==> src/rtl/hpc3_rand_pkg.sv <==
// -----------------------------------------------------------------------------
// hpc3_rand_pkg
//
// Shared definitions for the HPC3 GF(4) fresh-randomness source:
//   - 128-bit LFSR geometry and feedback tap positions
//   - number of 32-bit seed words that make up one full LFSR state
//   - FSM state encoding of the generator
//   - calc_zw(): width of one Z (or R) vector for a given share count
// -----------------------------------------------------------------------------
package hpc3_rand_pkg;

    localparam int unsigned STATE_W    = 128;
    localparam int unsigned SEED_WORDS = 4;

    // Feedback taps of the 128-bit Fibonacci LFSR (bit indices of S).
    localparam int unsigned TAP0 = 127;
    localparam int unsigned TAP1 = 125;
    localparam int unsigned TAP2 = 100;
    localparam int unsigned TAP3 = 98;

    // FAULT is only ever entered when the health monitor is built in.
    typedef enum logic [1:0] {
        SEED   = 2'd0,
        WARMUP = 2'd1,
        RUN    = 2'd2,
        FAULT  = 2'd3
    } rand_state_e;

    // Z (and R) width consumed per cycle by the shared multipliers.
    function automatic int unsigned calc_zw(input int unsigned shares);
        return 2 * shares * (shares - 1);
    endfunction

endpackage

==> src/rtl/lfsr128_adv.sv <==
// -----------------------------------------------------------------------------
// lfsr128_adv
//
// Purely combinational multi-step advance of the 128-bit LFSR.
// One single step is:  fb = S[127]^S[125]^S[100]^S[98];  S = {S[126:0], fb}
// and this block applies STEPS of them back to back.
//
// Parameters:
//   STEPS     number of single LFSR steps unrolled into one advance
//
// Ports:
//   StatexDI  in  128  LFSR state before the advance
//   StatexDO  out 128  LFSR state after STEPS single steps
// -----------------------------------------------------------------------------
module lfsr128_adv
    import hpc3_rand_pkg::*;
#(
    parameter int unsigned STEPS = 96
) (
    input  logic [STATE_W-1:0] StatexDI,
    output logic [STATE_W-1:0] StatexDO
);

    logic [STATE_W-1:0] stepState;
    logic               fb;

    always_comb begin
        stepState = StatexDI;
        fb        = 1'b0;
        for (int unsigned i = 0; i < STEPS; i++) begin
            fb        = stepState[TAP0] ^ stepState[TAP1] ^ stepState[TAP2] ^ stepState[TAP3];
            stepState = {stepState[STATE_W-2:0], fb};
        end
        StatexDO = stepState;
    end

endmodule

==> src/rtl/hpc3_gf4_rand_source.sv <==
// -----------------------------------------------------------------------------
// hpc3_gf4_rand_source
//
// Fresh-randomness producer for the shared HPC3 GF(4) square-scale multipliers
// of the masked AES S-box. A 128-bit LFSR, seeded by the host with four 32-bit
// words, is advanced by RAND_W steps per produced word; the low RAND_W bits of
// the advanced state form one word W, split into Z (low half) and R (high half).
// Words leave through a valid/ready handshake: each word is presented until it
// is accepted, exactly once, and the next word is loaded on the accepting edge.
//
// Parameters:
//   SHARES       number of masking shares (2..6); ZW = 2*SHARES*(SHARES-1)
//   WARMUP_ADV   advances discarded after seeding (0..255)
//
// Ports:
//   ClkxCI        in   1   clock, rising edge
//   RstxBI        in   1   asynchronous active-low reset
//   SeedValidxSI  in   1   seed word strobe (only honoured in SEED)
//   SeedxDI       in  32   seed word, k-th strobe fills S[32k+31:32k]
//   ReseedxSI     in   1   reseed request, wins over everything but reset
//   _ZxDO         out ZW   blinding randomness (multiplier Z input)
//   _RxDO         out ZW   refresh randomness (multiplier R input)
//   ValidxSO      out  1   Z/R word valid
//   ReadyxSI      in   1   consumer accepts the current word
//   SeededxSO     out  1   generator is in RUN
//   ErrorxSO      out  1   sticky health fault (0 unless monitor built in)
//
// Build option:
//   HPC3_RAND_HEALTH_EN  adds a repetition / all-zero monitor on every newly
//                        loaded word and the FAULT state; left undefined,
//                        ErrorxSO is tied low and FAULT is unreachable.
// -----------------------------------------------------------------------------
module hpc3_gf4_rand_source
    import hpc3_rand_pkg::*;
#(
    parameter int unsigned SHARES     = 4,
    parameter int unsigned WARMUP_ADV = 4
) (
    input  logic                         ClkxCI,
    input  logic                         RstxBI,
    input  logic                         SeedValidxSI,
    input  logic [31:0]                  SeedxDI,
    input  logic                         ReseedxSI,
    output logic [calc_zw(SHARES)-1:0]   _ZxDO,
    output logic [calc_zw(SHARES)-1:0]   _RxDO,
    output logic                         ValidxSO,
    input  logic                         ReadyxSI,
    output logic                         SeededxSO,
    output logic                         ErrorxSO
);

    localparam int unsigned ZW     = calc_zw(SHARES);
    localparam int unsigned RAND_W = 2 * ZW;
    localparam int unsigned IDX_W  = $clog2(SEED_WORDS);

    generate
        if ((RAND_W > STATE_W) || (SHARES < 2) || (WARMUP_ADV > 255)) begin : gBadParams
            $error("hpc3_gf4_rand_source: unsupported SHARES/WARMUP_ADV (RAND_W must be <= 128)");
        end
    endgenerate

    rand_state_e         fsmQ, fsmD;
    logic [STATE_W-1:0]  stateQ, stateD;
    logic [STATE_W-1:0]  advOut;
    logic [STATE_W-1:0]  seedMerged;
    logic [IDX_W-1:0]    idxQ, idxD;
    logic [7:0]          cntQ, cntD;
    logic [ZW-1:0]       zQ, zD;
    logic [ZW-1:0]       rQ, rD;
    logic                validQ, validD;
    logic                seededQ, seededD;
    logic [RAND_W-1:0]   wordNew;
    logic                wordLoad;
    logic                loadOk;

    // Single advancer, always fed from the current state: WARMUP and RUN
    // never need an advance in the same cycle, so one instance suffices.
    lfsr128_adv #(
        .STEPS (RAND_W)
    ) uAdv (
        .StatexDI (stateQ),
        .StatexDO (advOut)
    );

    assign wordNew = advOut[RAND_W-1:0];

    // Current state with the incoming seed word dropped into slot idxQ.
    always_comb begin
        seedMerged = stateQ;
        seedMerged[{idxQ, 5'd0} +: 32] = SeedxDI;
    end

`ifdef HPC3_RAND_HEALTH_EN
    logic errQ, errD;
    logic repFault;

    // Output registers always hold the previously loaded word (or zero right
    // after seeding, in which case the equality test coincides with the
    // all-zero test), so no separate history register is needed.
    assign repFault = (wordNew == '0) || (wordNew == {rQ, zQ});
    assign loadOk   = ~repFault;
    assign ErrorxSO = errQ;
`else
    assign loadOk   = 1'b1;
    assign ErrorxSO = 1'b0;
`endif

    always_comb begin
        fsmD     = fsmQ;
        stateD   = stateQ;
        idxD     = idxQ;
        cntD     = cntQ;
        zD       = zQ;
        rD       = rQ;
        validD   = validQ;
        seededD  = seededQ;
        wordLoad = 1'b0;
`ifdef HPC3_RAND_HEALTH_EN
        errD     = errQ;
`endif

        if (ReseedxSI) begin
            // Reseed dominates any simultaneous seed strobe or handshake.
            fsmD    = SEED;
            idxD    = '0;
            zD      = '0;
            rD      = '0;
            validD  = 1'b0;
            seededD = 1'b0;
`ifdef HPC3_RAND_HEALTH_EN
            errD    = 1'b0;
`endif
        end else begin
            case (fsmQ)
                SEED: begin
                    if (SeedValidxSI) begin
                        stateD = seedMerged;
                        idxD   = idxQ + IDX_W'(1);
                        if (idxQ == IDX_W'(SEED_WORDS - 1)) begin
                            // The all-zero state is the LFSR's lock-up point.
                            if (seedMerged == '0) begin
                                stateD = {{(STATE_W-1){1'b0}}, 1'b1};
                            end
                            fsmD = WARMUP;
                            cntD = '0;
                        end
                    end
                end

                // With WARMUP_ADV = 0 this state lasts a single cycle and only
                // performs the advance that produces the first word.
                WARMUP: begin
                    stateD = advOut;
                    if (cntQ == 8'(WARMUP_ADV)) begin
                        wordLoad = 1'b1;
                    end else begin
                        cntD = cntQ + 8'd1;
                    end
                end

                RUN: begin
                    if (validQ && ReadyxSI) begin
                        stateD   = advOut;
                        wordLoad = 1'b1;
                    end
                end

                // FAULT: hold everything until reseed or reset.
                default: ;
            endcase

            if (wordLoad) begin
                if (loadOk) begin
                    zD      = wordNew[ZW-1:0];
                    rD      = wordNew[RAND_W-1:ZW];
                    validD  = 1'b1;
                    seededD = 1'b1;
                    fsmD    = RUN;
                end else begin
                    validD  = 1'b0;
                    seededD = 1'b0;
                    fsmD    = FAULT;
`ifdef HPC3_RAND_HEALTH_EN
                    errD    = 1'b1;
`endif
                end
            end
        end
    end

    always_ff @(posedge ClkxCI or negedge RstxBI) begin
        if (!RstxBI) begin
            fsmQ    <= SEED;
            stateQ  <= '0;
            idxQ    <= '0;
            cntQ    <= '0;
            zQ      <= '0;
            rQ      <= '0;
            validQ  <= 1'b0;
            seededQ <= 1'b0;
        end else begin
            fsmQ    <= fsmD;
            stateQ  <= stateD;
            idxQ    <= idxD;
            cntQ    <= cntD;
            zQ      <= zD;
            rQ      <= rD;
            validQ  <= validD;
            seededQ <= seededD;
        end
    end

`ifdef HPC3_RAND_HEALTH_EN
    always_ff @(posedge ClkxCI or negedge RstxBI) begin
        if (!RstxBI) begin
            errQ <= 1'b0;
        end else begin
            errQ <= errD;
        end
    end
`endif

    assign _ZxDO     = zQ;
    assign _RxDO     = rQ;
    assign ValidxSO  = validQ;
    assign SeededxSO = seededQ;

endmodule
==> config.mk <==
export PLATFORM = sky130hd
export DESIGN_NAME = hpc3_gf4_rand_source
export DESIGN_NICKNAME = d
export VERILOG_FILES = /design/src/rtl/hpc3_rand_pkg.sv /design/src/rtl/lfsr128_adv.sv /design/src/rtl/hpc3_gf4_rand_source.sv
export SDC_FILE = /design/constraint.sdc
export NUM_CORES = 1
export LEC_CHECK = 0
export ABC_AREA = 0
export CAP_MARGIN = 20
export CELL_PAD_IN_SITES_DETAIL_PLACEMENT = 0
export CELL_PAD_IN_SITES_GLOBAL_PLACEMENT = 1
export CORE_MARGIN = 1
export CORE_UTILIZATION = 35
export DETAILED_ROUTE_END_ITERATION = 7
export GPL_ROUTABILITY_DRIVEN = 0
export PLACE_DENSITY = 0.74
export SKIP_LAST_GASP = 1
export SLEW_MARGIN = 40
export SYNTH_ARGS = -nofsm -noshare
export SYNTH_HDL_FRONTEND = slang
export SYNTH_HIERARCHICAL = 1
export SYNTH_SLANG_ARGS = --single-unit
==> constraint.sdc <==
create_clock -name ClkxCI -period 3 [get_ports ClkxCI]
set_input_delay 0.6 -clock ClkxCI [delete_from_list [all_inputs] [get_ports ClkxCI]]
set_output_delay 0.6 -clock ClkxCI [all_outputs]
set_load 0.05 [all_outputs]
# Word level (Yosys, flattened, before mapping)
# Index checks and enable logic that the tools add are counted.
[classes] addsub=3 n_eq_ne=8 shifts=2 n_mux=28 bitwise_logic=145 reduce_logical=15
[ops] cell="128-bit two-way mux" n=4
[ops] cell="128-bit case mux with 3 select lines" n=1
[ops] cell="1-bit XOR" n=144
[ops] cell="128-bit bitwise mux" n=1
[ops] cell="128-bit zero test" n=1
[ops] cell="32-bit by 9-bit variable shift with 128-bit output, first input constant" n=1
[ops] cell="32-bit by 9-bit variable part select with 128-bit output" n=1
[ops] cell="24-bit two-way mux" n=4
[ops] cell="8-bit two-way mux" n=3
[ops] cell="2-bit two-way mux" n=8
[ops] cell="8-bit case mux with 2 select lines" n=1
[ops] cell="3-bit nonzero test" n=4
[ops] cell="7-bit negation with 9-bit output" n=1
[ops] cell="8-bit by 1-bit adder with 8-bit output, second input constant" n=1
[ops] cell="8-bit by 3-bit equality test with 1-bit output, second input constant" n=1
[ops] cell="2-bit != test, second input constant" n=4
[ops] cell="2-bit nonzero test" n=4
[ops] cell="1-bit two-way mux" n=5
[ops] cell="5-bit AND reduction" n=1
[ops] cell="2-bit equality test, second input constant" n=2
[ops] cell="4-bit AND reduction" n=1
[ops] cell="3-bit AND reduction" n=1
[ops] cell="2-bit by 1-bit adder with 2-bit output, second input constant" n=1
[ops] cell="2-bit by 1-bit equality test with 1-bit output, second input constant" n=1
[ops] cell="other kinds (5)" n=5
[totals] reg_bits=189 inputBits=37 output_inout_bits=51 word_cells=208

# Longest topological paths before layout
# Gate-level depths: netlist (run 1).
[depth] word_depth=8 mapped_depth=11 depth_no_buf=9

# Cells and area by module
# The synthesis (run 1) kept the hierarchy.
[modules_own_cells] module="hpc3_gf4_rand_source" instances=1 cells_each=1051 area_per_inst_um2=9336.5 seq_area_each_um2=4729.5
[modules_own_cells] module="lfsr128_adv" instances=1 cells_each=179 area_per_inst_um2=1473.9 seq_area_each_um2=0.0

# Worst setup path after synthesis (run 1)
# No wires, ideal clock.
[synth_timing] path_type="register to register" start="reg idxQ[0]" end="reg stateQ[0]" setup_time_ns=0.084 arrival_time_ns=2.287 required_ns=2.916 path_slack_ns=0.629 stages_incl_launch_ff=11 period_less_slack_ns=2.371 cell_sequence="dfrtp_1 > inv_1 > ha_1 > and4bb_1 > and2_1 > buf_6 > a2111oi_2 > nand4_1 > nor3_2 > nand4_1 > a41oi_2"
[synth_between] elab_chain_cells=8 word_cells_on_any_way=10 cone_classes="add/sub: 1; eq/ne: 1; shift: 2; mux: 5; reduce/logical: 1"
[synth_rtl] element="start, declared" line_no="hpc3_gf4_rand_source.sv:66" rtl="logic [IDX_W-1:0] idxQ, idxD;"
[synth_rtl] element="start signal, assigned" line_no="hpc3_gf4_rand_source.sv:204" rtl="idxQ <= idxD;"
[synth_rtl] element="7-bit negation with 9-bit output" line_no="hpc3_gf4_rand_source.sv:90" rtl="seedMerged[{idxQ, 5'd0} +: 32] = SeedxDI;"
[synth_rtl] element="32-bit by 9-bit variable part select with 128-bit output / 32-bit by 9-bit variable shift with 128-bit output (equally long branches)" line_no="hpc3_gf4_rand_source.sv:90"
[synth_rtl] element="128-bit bitwise mux" line_no="hpc3_gf4_rand_source.sv:90"
[synth_rtl] element="128-bit zero test" line_no="hpc3_gf4_rand_source.sv:141" rtl="if (seedMerged == '0) begin"
[synth_rtl] element="128-bit two-way mux" line_no="hpc3_gf4_rand_source.sv:141"
[synth_rtl] element="128-bit two-way mux (*)" line_no="hpc3_gf4_rand_source.sv:139" rtl="if (idxQ == IDX_W'(SEED_WORDS - 1)) begin"
[synth_rtl] element="128-bit two-way mux (*)" line_no="hpc3_gf4_rand_source.sv:136" rtl="if (SeedValidxSI) begin"
[synth_rtl] element="128-bit case mux with 3 select lines (*)" line_no="hpc3_gf4_rand_source.sv:134" rtl="case (fsmQ)"
[synth_rtl] element="end signal, assigned" line_no="hpc3_gf4_rand_source.sv:203" rtl="stateQ <= stateD;"
[synth_rtl] element="end, declared" line_no="hpc3_gf4_rand_source.sv:63" rtl="logic [STATE_W-1:0] stateQ, stateD;"
# Every way passes the cells marked *; elsewhere a longest branch is shown, timed or not. The select of a mux whose other input is x is not followed.
# A chain may end at the register's enable or synchronous reset.

# Final worst setup path (run 1)
[layout_timing] start="reg idxQ[1]" end="reg stateQ[0]"
# The elaborated chain is that of the path after synthesis.

==> metrics.md, run 1 <==
| Metric | Value |
|---|---|
| Worst Max-Slew Pin Slew | 0.957 ns |
| Distinct cells, synth | 55 |
| Maximum vdd drop | 383 µV |
| Final #Nets | 1,271 |
| First-pass GRT wire length | 62.1 mm |
| PD cells | 524 mW/mm² |
| Slew headroom | 0.360 |
| Largest net degree at the start of global routing | 77 |
| Post-synth ARST share | 1.00 |
| DR pass1 iterations | 5 |
| P_leak | 4.73 nW |
| Worst min path class | in2async |
| # setup viols final | 0 |
| Post-synthesis cell area | 0.0108 mm² |
| Synthesized instance count | 1,230 |
| Die ar. | 0.0316 mm² |
| Critical Path RT | 3.30 ns |
| Routed wire per std cell | 25.4 µm |
| Ys flop type | dfrtp_1 |
| Post-synth top area share | 0.438 |
| Post-route minimum period | 2.74 ns |
| RSZ-0062 raised after global routing | no |
| Area of the core | 0.0300 mm² |
| Total global-route track usage | 0.269 |
| CP endpoint kind | register |
| DRT Wirelength | 41.3 mm |
| Yosys reg bits | 189 |
| Vias in the first global route | 9,453 |
| WHS | 0.193 ns |
| Status | complete, no violations |
| Hpwl dp | 30.0 mm |
| Average cell area after synthesis | 8.79 µm² |
| Post-synth top cells | 240 x nand2_1, 189 x dfrtp_1, 142 x o21ai_0 |
| Setup slack at placement | 0.202 ns |
| Placed insts | 1,593 |
| Max Freq | 365 MHz |
| Global route overflow | 0 |
| Port bufs | 86 |
| Clk slew on worst S/H paths | 0.07 ns |
| DRC viols | 0 |
| Final Instance Area | 0.0123 mm² |
| Syn. warnings | 6 |
| CTS Buf Count | 17 |
| Initial antenna violation count | 2 |
| Hold buffer count at cts | 0 |
| Post-route clock period utilization | 0.914 |
| Critical Path Start Type | register |
| Via/cell ratio | 6.01 |
| Clock Skews | 0.0181 ns |
| H-tree levels | 4 |
| Hold Violations, Final | 0 |
| Final instance count without filler cells | 1,627 |
| First DRT Iteration DRCs | 1,318 |
| Clk_lat worst skew | 0.46 ns |
| Yosys top cell by area | dfrtp_1 |
| CP arrival | 3.04 ns |
| Worst-path fanout max | 32 |
| Most frequent cell after synthesis | nand2_1 |
| Share of layout cells above drive strength 1 | 0.0802 |
| Detailed-route via count | 9,776 |
| Dpl cell area | 0.0117 mm² |
| Setup ws final | 0.257 ns |
| Worst flop-to-flop path startpoint | idxQ[1] |
| Post-synth EDFFs | 0 |
| Die width | 178 µm |
| CTS Buffer Depth | 2 |
| Post-Syn Nets | 1,279 |
| Max Slew Vio Count | 0 |
| CTS resizes | 0 |
| Setup TNS after final layout | 0 ns |
| Top Ports | 88 |
| Area contributors post-synth | dfrtp_1 44%, a22oi_1 8.4%, nand2_1 8.3% |
| Clk sinks | 189 |
| Critical path class | reg2reg |
| Die Height | 178 µm |
| Worst setup path start | idxQ[1] |
| P&R area growth vs syn | 14.0% |
| Postcts setup bufs | 0 |
| Standard-cell rows | 63 |
| FILL cells | 2,991 |
| Antenna Violating Nets Remaining | 0 |
| Initial Util | 0.360 |
| CTS root buf | clkbuf_16 |
| Max-cap viol count | 0 |
| Seq/Total Area, Yosys | 0.438 |
| TritonCTS clock tree | yes |
-- power breakdown --
group	leakage (nW)	internal, mW	total [mW]	switching [mW]
Sequential	2.61	2.69	2.89	0.205
Clock	0.307	1.23	2.43	1.20
Combinational	1.81	0.378	1.13	0.754
Total	4.73	4.30	6.46	2.16
-- cell families (layout without fill, tap and decap cells) --
kind of cell / after synthesis / in the layout / share of synthesized area
simple gates: 386 / 386 / 0.164
other cells: 1 / 3 / 0.000347
buf+inv: 173 / 178 / 0.0912
xor+xnor: 99 / 99 / 0.0809
flops: 189 / 189 / 0.438
fa+ha+maj: 12 / 12 / 0.0139
mux: 2 / 2 / 0.00185
compound gates: 368 / 368 / 0.210
-- metal layers --
layer / wire length (µm) / vias to the layer above / GRT usage
li1: - / 4223 / -
met1: 16800 / 4790 / 0.361
met2: 17800 / 623 / 0.395
met3: 4350 / 140 / 0.0681
met4: 2300 / 0 / 0.143
met5: 0 / - / 0
-- per-stage QoR --
step	util	total power, mW
after floorplan	-	3.60
after global placement	0.389	4.01
after detailed placement	0.389	4.02
after CTS	0.410	6.43
after global routing	0.410	6.65
final	0.410	6.46
-- state kept, by name (all words and copies together), names as in the netlist --
signal and count:
fsmQ 2, SeededxSO 1, cntQ 8, _RxDO 24, idxQ 2, stateQ 128, _ZxDO 24
-- worst max-delay path: stages, from the launching register on --
cell and delay (ns):
dfrtp_1 0.43, inv_1 0.11, ha_1 0.37, and4bb_1 0.35, and2_1 0.27, buf_4 0.45, o21ai_0 0.17, nand3_1 0.13
nor3_2 0.06, nand4_1 0.11, a41oi_2 0.14
-- cell usage in the layout, fill, tap and decap left out, types with 5 or more instances in the layout --
cell | netlist | routed
ha_1 | 12 | 11
buf_4 | 83 | 45
and3_1 | 7 | 7
clkinv_8 | 0 | 6
a22oi_1 | 121 | 121
nor3_1 | 10 | 10
clkdlybuf4s50_1 | 0 | 84
nand4_1 | 6 | 6
nor4_1 | 30 | 30
xnor2_1 | 54 | 54
and2_1 | 5 | 5
inv_1 | 9 | 9
nor2_1 | 20 | 20
dfrtp_1 | 189 | 189
nor2b_1 | 35 | 35
or4_1 | 5 | 5
o21ai_0 | 142 | 140
nand3_1 | 13 | 13
o31ai_1 | 5 | 5
clkbuf_16 | 0 | 17
nand2_1 | 240 | 240
xor2_1 | 44 | 44
a21oi_1 | 70 | 70
-- final timing paths --
check,slack [ns],endpoint,depth (start not counted)
min reg2reg,0.51,cntQ[6],1
max reg2reg,0.26,stateQ[0],10
max,0.26,stateQ[0],10
max in group asynchronous,2.09,stateQ[65],2
min in group ClkxCI,0.51,cntQ[6],1
min,0.19,_RxDO[2],1
-- layout make-up --
type | count | area, µm² | area share
inverter | 10 | 37.5 | 0.00305
antenna | 2 | 5.00 | 0.000406
clock inverter | 14 | 194 | 0.0157
sequential | 189 | 4730 | 0.384
tap | 390 | 488 | 0.0396
timing repair buffer | 136 | 1290 | 0.105
clock buffer | 18 | 439 | 0.0356
multi-input combinational | 868 | 5140 | 0.417
Power figures use the tool's default switching activity.
==> run 2, diff against run 1 <==
clock period = 3.1 ns   (was 3 ns; I/O delays follow)
==> metrics.md, run 2 (synthesis results as in run 1) <==
| Metric | Value |
|---|---|
| Antenna Violating Nets Remaining | 0 |
| CTS Buf Count | 17 |
| Reg power frac | 0.457 |
| Initial Util | 0.360 |
| Vias in the first global route | 9,193 |
| Total power draw | 6.13 mW |
| Maximum vdd drop | 336 µV |
| Worst-path fanout max | 15 |
| Postcts setup bufs | 0 |
| First DRT Iteration DRCs | 1,363 |
| P_sw | 2.01 mW |
| Initial antenna violation count | 0 |
| Power share of the combinational group | 0.176 |
| Placed insts | 1,584 |
| Net Sw Frac | 0.328 |
| CTS resizes | 0 |
| Critical path class | reg2reg |
| Total global-route track usage | 0.265 |
| Power Internal | 4.12 mW |
| DR pass1 iterations | 6 |
| CP arrival | 3.16 ns |
| Final #Nets | 1,262 |
| Final Instance Area | 0.0122 mm² |
| Clk sinks | 189 |
| Hold buffer count at cts | 0 |
| CP max stage delay | 0.47 ns |
| DRC viols | 0 |
| PD cells | 502 mW/mm² |
| Max Freq | 360 MHz |
| Max-cap viol count | 0 |
| Commonest non-fill, non-tap cell in the layout | nand2_1 |
| Largest register FFs | 128 |
| Post-route minimum period | 2.78 ns |
| # setup viols final | 0 |
| Clk_lat worst skew | 0.45 ns |
| Ant diodes | 0 |
| Die width | 178 µm |
| Global route overflow | 0 |
| Clock Skews | 0.0150 ns |
| Critical Path RT | 3.48 ns |
| Final instance count without filler cells | 1,615 |
| Routed wire per std cell | 25.2 µm |
| Status | complete, no violations |
| Reg with most FFs | stateQ |
| Largest net degree at the start of global routing | 119 |
| CTS root buf | clkbuf_16 |
| Clock share of power | 0.367 |
| Setup ws final | 0.321 ns |
| Critical Path Start Type | register |
| Slew headroom | 0.421 |
| TritonCTS clock tree | yes |
| Hpwl dp | 29.6 mm |
| P_leak | 4.67 nW |
| P&R area growth vs syn | 13.1% |
| Die Height | 178 µm |
| CP endpoint kind | register |
| Setup slack at placement | 0.357 ns |
| CTS Buffer Depth | 2 |
| Standard-cell rows | 63 |
| Detailed-route via count | 9,641 |
| WHS | 0.192 ns |
| First-pass GRT wire length | 60.7 mm |
| Worst min path class | in2async |
| RSZ-0062 raised after global routing | no |
| Via/cell ratio | 5.97 |
| Port bufs | 86 |
| Top Ports | 88 |
| Hold Violations, Final | 0 |
| Area of the core | 0.0300 mm² |
| Setup TNS after final layout | 0 ns |
| DRT Wirelength | 40.7 mm |
| Worst path slowest cell | dfrtp_1 |
| Max Slew Vio Count | 0 |
| Dpl cell area | 0.0116 mm² |
| Most frequent cells in the layout | 240 x nand2_1, 189 x dfrtp_1, 140 x o21ai_0 |
| Clk slew on worst S/H paths | 0.08 ns |
| Worst Max-Slew Pin Slew | 0.867 ns |
| Share of layout cells above drive strength 1 | 0.0727 |
| Post-route clock period utilization | 0.896 |
| Die ar. | 0.0316 mm² |
| Crit-path cells | inv_1 > ha_1 > buf_4 > and4bb_1 > buf_4 > a22oi_1 > nand4_1 > nor3_2 > nand4_1 > a41oi_2 |
| Worst R2R Setup Slack | 0.32 ns |
| H-tree levels | 4 |
| Post-Route Utilization | 0.407 |
-- run 2: critical path, delay by kind of cell (launching register included) --
family / cells / cell delay [ns]
simple gates: 4 / 0.91
buf+inv: 3 / 0.64
flops: 1 / 0.47
compound gates: 2 / 0.45
fa+ha+maj: 1 / 0.25
-- run 2: layer usage --
| layer | vias to the layer above | GRT usage | wire length [µm] |
|---|---|---|---|
| li1 | 4191 | - | - |
| met1 | 4685 | 0.356 | 16700 |
| met2 | 635 | 0.389 | 17400 |
| met3 | 130 | 0.0638 | 4340 |
| met4 | 0 | 0.147 | 2310 |
| met5 | - | 0 | 0 |
-- run 2: final timing paths --
path                              end  depth (start not counted)  startpoint
max reg2reg                 stateQ[0]                         10     idxQ[0]
max in group asynchronous  stateQ[53]                          2      RstxBI
min reg2reg                   cntQ[6]                          1     cntQ[6]
max                         stateQ[0]                         10     idxQ[0]
min in group ClkxCI           cntQ[6]                          1     cntQ[6]
min                        stateQ[72]                          1      RstxBI
-- run 2: power groups by stage --
stage | clock network [mW] | registers [mW] | logic, mW
final | 2.25 | 2.80 | 1.08
after global routing | 2.37 | 2.81 | 1.14
after CTS | 2.28 | 2.79 | 1.05
after detailed placement | 0 | 2.83 | 1.04
after global placement | 0 | 2.84 | 1.04
after floorplan | 0 | 2.75 | 0.732
-- run 2: cell type report --
type / count / area [µm²]
flip-flops and latches: 189 / 4730
fillers: 2965 / 17800
clock buffers: 18 / 439
multi-input cells: 868 / 5140
well taps: 390 / 488
repair buffers: 127 / 1250
clock inverters: 13 / 146
inverters: 10 / 37.5
==> run 3, diff against run 2 <==
SLEW_MARGIN = 20   (was 40)
==> metrics.md, run 3 (synthesis results as in run 1) <==
| Metric | Value |
|---|---|
| Worst path slowest cell | dfrtp_1 |
| Worst min path class | in2async |
| Slew headroom | 0.427 |
| Clk slew on worst S/H paths | 0.08 ns |
| CP arrival | 3.10 ns |
| Hold buffer count at cts | 0 |
| CTS resizes | 0 |
| CTS Buf Count | 17 |
| Setup TNS after final layout | 0 ns |
| Worst Reg-to-Reg Cells | 10 |
| Area of the core | 0.0300 mm² |
| Post-route clock period utilization | 0.897 |
| Maximum vdd drop | 313 µV |
| Hpwl dp | 29.5 mm |
| PD cells | 504 mW/mm² |
| Hold Violations, Final | 0 |
| P_leak | 4.66 nW |
| Status | complete, no violations |
| Die Height | 178 µm |
| Most frequent cells in the layout | 240 x nand2_1, 189 x dfrtp_1, 140 x o21ai_0 |
| Max Slew Vio Count | 0 |
| RSZ-0062 raised after global routing | no |
| Antenna Violating Nets Remaining | 0 |
| Clk_lat worst skew | 0.45 ns |
| Crit-path cells | inv_1 > ha_1 > and4bb_1 > and2_1 > buf_4 > o41ai_1 > nand4_1 > nor3_2 > nand4_1 > a41oi_2 |
| Worst-path fanout max | 32 |
| DR pass1 iterations | 6 |
| Initial antenna violation count | 0 |
| Initial Util | 0.360 |
| Detailed-route via count | 9,735 |
| WHS | 0.201 ns |
| CP most frequent cell | nand4_1 |
| Port bufs | 86 |
| Final #Nets | 1,261 |
| Largest net degree at the start of global routing | 119 |
| Total power draw | 6.15 mW |
| Top Ports | 88 |
| Ant diodes | 0 |
| Postcts setup bufs | 0 |
| Total global-route track usage | 0.266 |
| First-pass GRT wire length | 61.0 mm |
| Post-route minimum period | 2.78 ns |
| Share of layout cells above drive strength 1 | 0.0719 |
| CTS root buf | clkbuf_16 |
| Clk sinks | 189 |
| Global route overflow | 0 |
| Max-cap viol count | 0 |
| CP max stage delay | 0.47 ns |
| Via/cell ratio | 6.03 |
| Worst Max-Slew Pin Slew | 0.857 ns |
| # setup viols final | 0 |
| Critical Path Start Type | register |
| TritonCTS clock tree | yes |
| DRC viols | 0 |
| Reg with most FFs | stateQ |
| Routed wire per std cell | 25.5 µm |
| Critical path class | reg2reg |
| Max Freq | 360 MHz |
| CP endpoint kind | register |
| H-tree levels | 4 |
| Vias in the first global route | 9,234 |
| DRT Wirelength | 41.1 mm |
| Commonest non-fill, non-tap cell in the layout | nand2_1 |
| Final Instance Area | 0.0122 mm² |
| Die ar. | 0.0316 mm² |
| P&R area growth vs syn | 12.9% |
| Critical Path RT | 3.42 ns |
| Clock Skews | 0.0164 ns |
| Dpl cell area | 0.0116 mm² |
| Standard-cell rows | 63 |
| CTS Buffer Depth | 2 |
| First DRT Iteration DRCs | 1,395 |
| Die width | 178 µm |
| Largest register FFs | 128 |
-- run 3: changes by cell type in the layout (fill, tap and decap cells not counted), sizes merged --
cell    delta
clkinv     +1
buf        -1
inv        -1
-- run 3: area by class of cell --
class / instances / area (µm²)
Fill cell: 3001 / 17800
Timing Repair Buffer: 126 / 1220
Clock inverter: 13 / 151
Inverter: 10 / 37.5
Multi-Input combinational cell: 868 / 5140
Tap cell: 390 / 488
Clock buffer: 18 / 439
Sequential cell: 189 / 4730
-- run 3: metal layers --
| metal | up-vias | global-route usage | part of all wire |
|---|---|---|---|
| li1 | 4190 | - | - |
| met1 | 4780 | 0.360 | 0.41 |
| met2 | 617 | 0.401 | 0.43 |
| met3 | 148 | 0.0578 | 0.098 |
| met4 | 0 | 0.130 | 0.054 |
| met5 | - | 0 | 0 |
-- run 3: metrics by stage --
step                instances  utilization  setup slack (ns)
floorplan                1230            -             0.729
global placement         1583        0.387             0.362
detailed placement       1583        0.387             0.367
CTS                      1614        0.406             0.391
global route             1614        0.406             0.188
finish                   1614        0.406             0.320
-- run 3: final timing paths --
| check | from | endpoint | slack (ns) |
|---|---|---|---|
| min in group ClkxCI | stateQ[43] | stateQ[43] | 0.52 |
| max | idxQ[0] | stateQ[0] | 0.32 |
| max reg2reg | idxQ[0] | stateQ[0] | 0.32 |
| min | RstxBI | stateQ[72] | 0.20 |
| max in group asynchronous | RstxBI | stateQ[100] | 2.10 |
| min reg2reg | stateQ[43] | stateQ[43] | 0.52 |
-- run 3: critical path: cells and delay by family (launching register included) --
| family | cells | cell delay, ns |
|---|---|---|
| simple gates | 5 | 0.89 |
| buf+inv | 2 | 0.64 |
| flops | 1 | 0.47 |
| fa+ha+maj | 1 | 0.37 |
| compound gates | 2 | 0.29 |
-- run 3: power by group --
part           internal, mW  total, mW  switching, mW
registers              2.60       2.80          0.199
logic                 0.360       1.08          0.722
clock network          1.16       2.27           1.11
total                  4.13       6.15           2.03
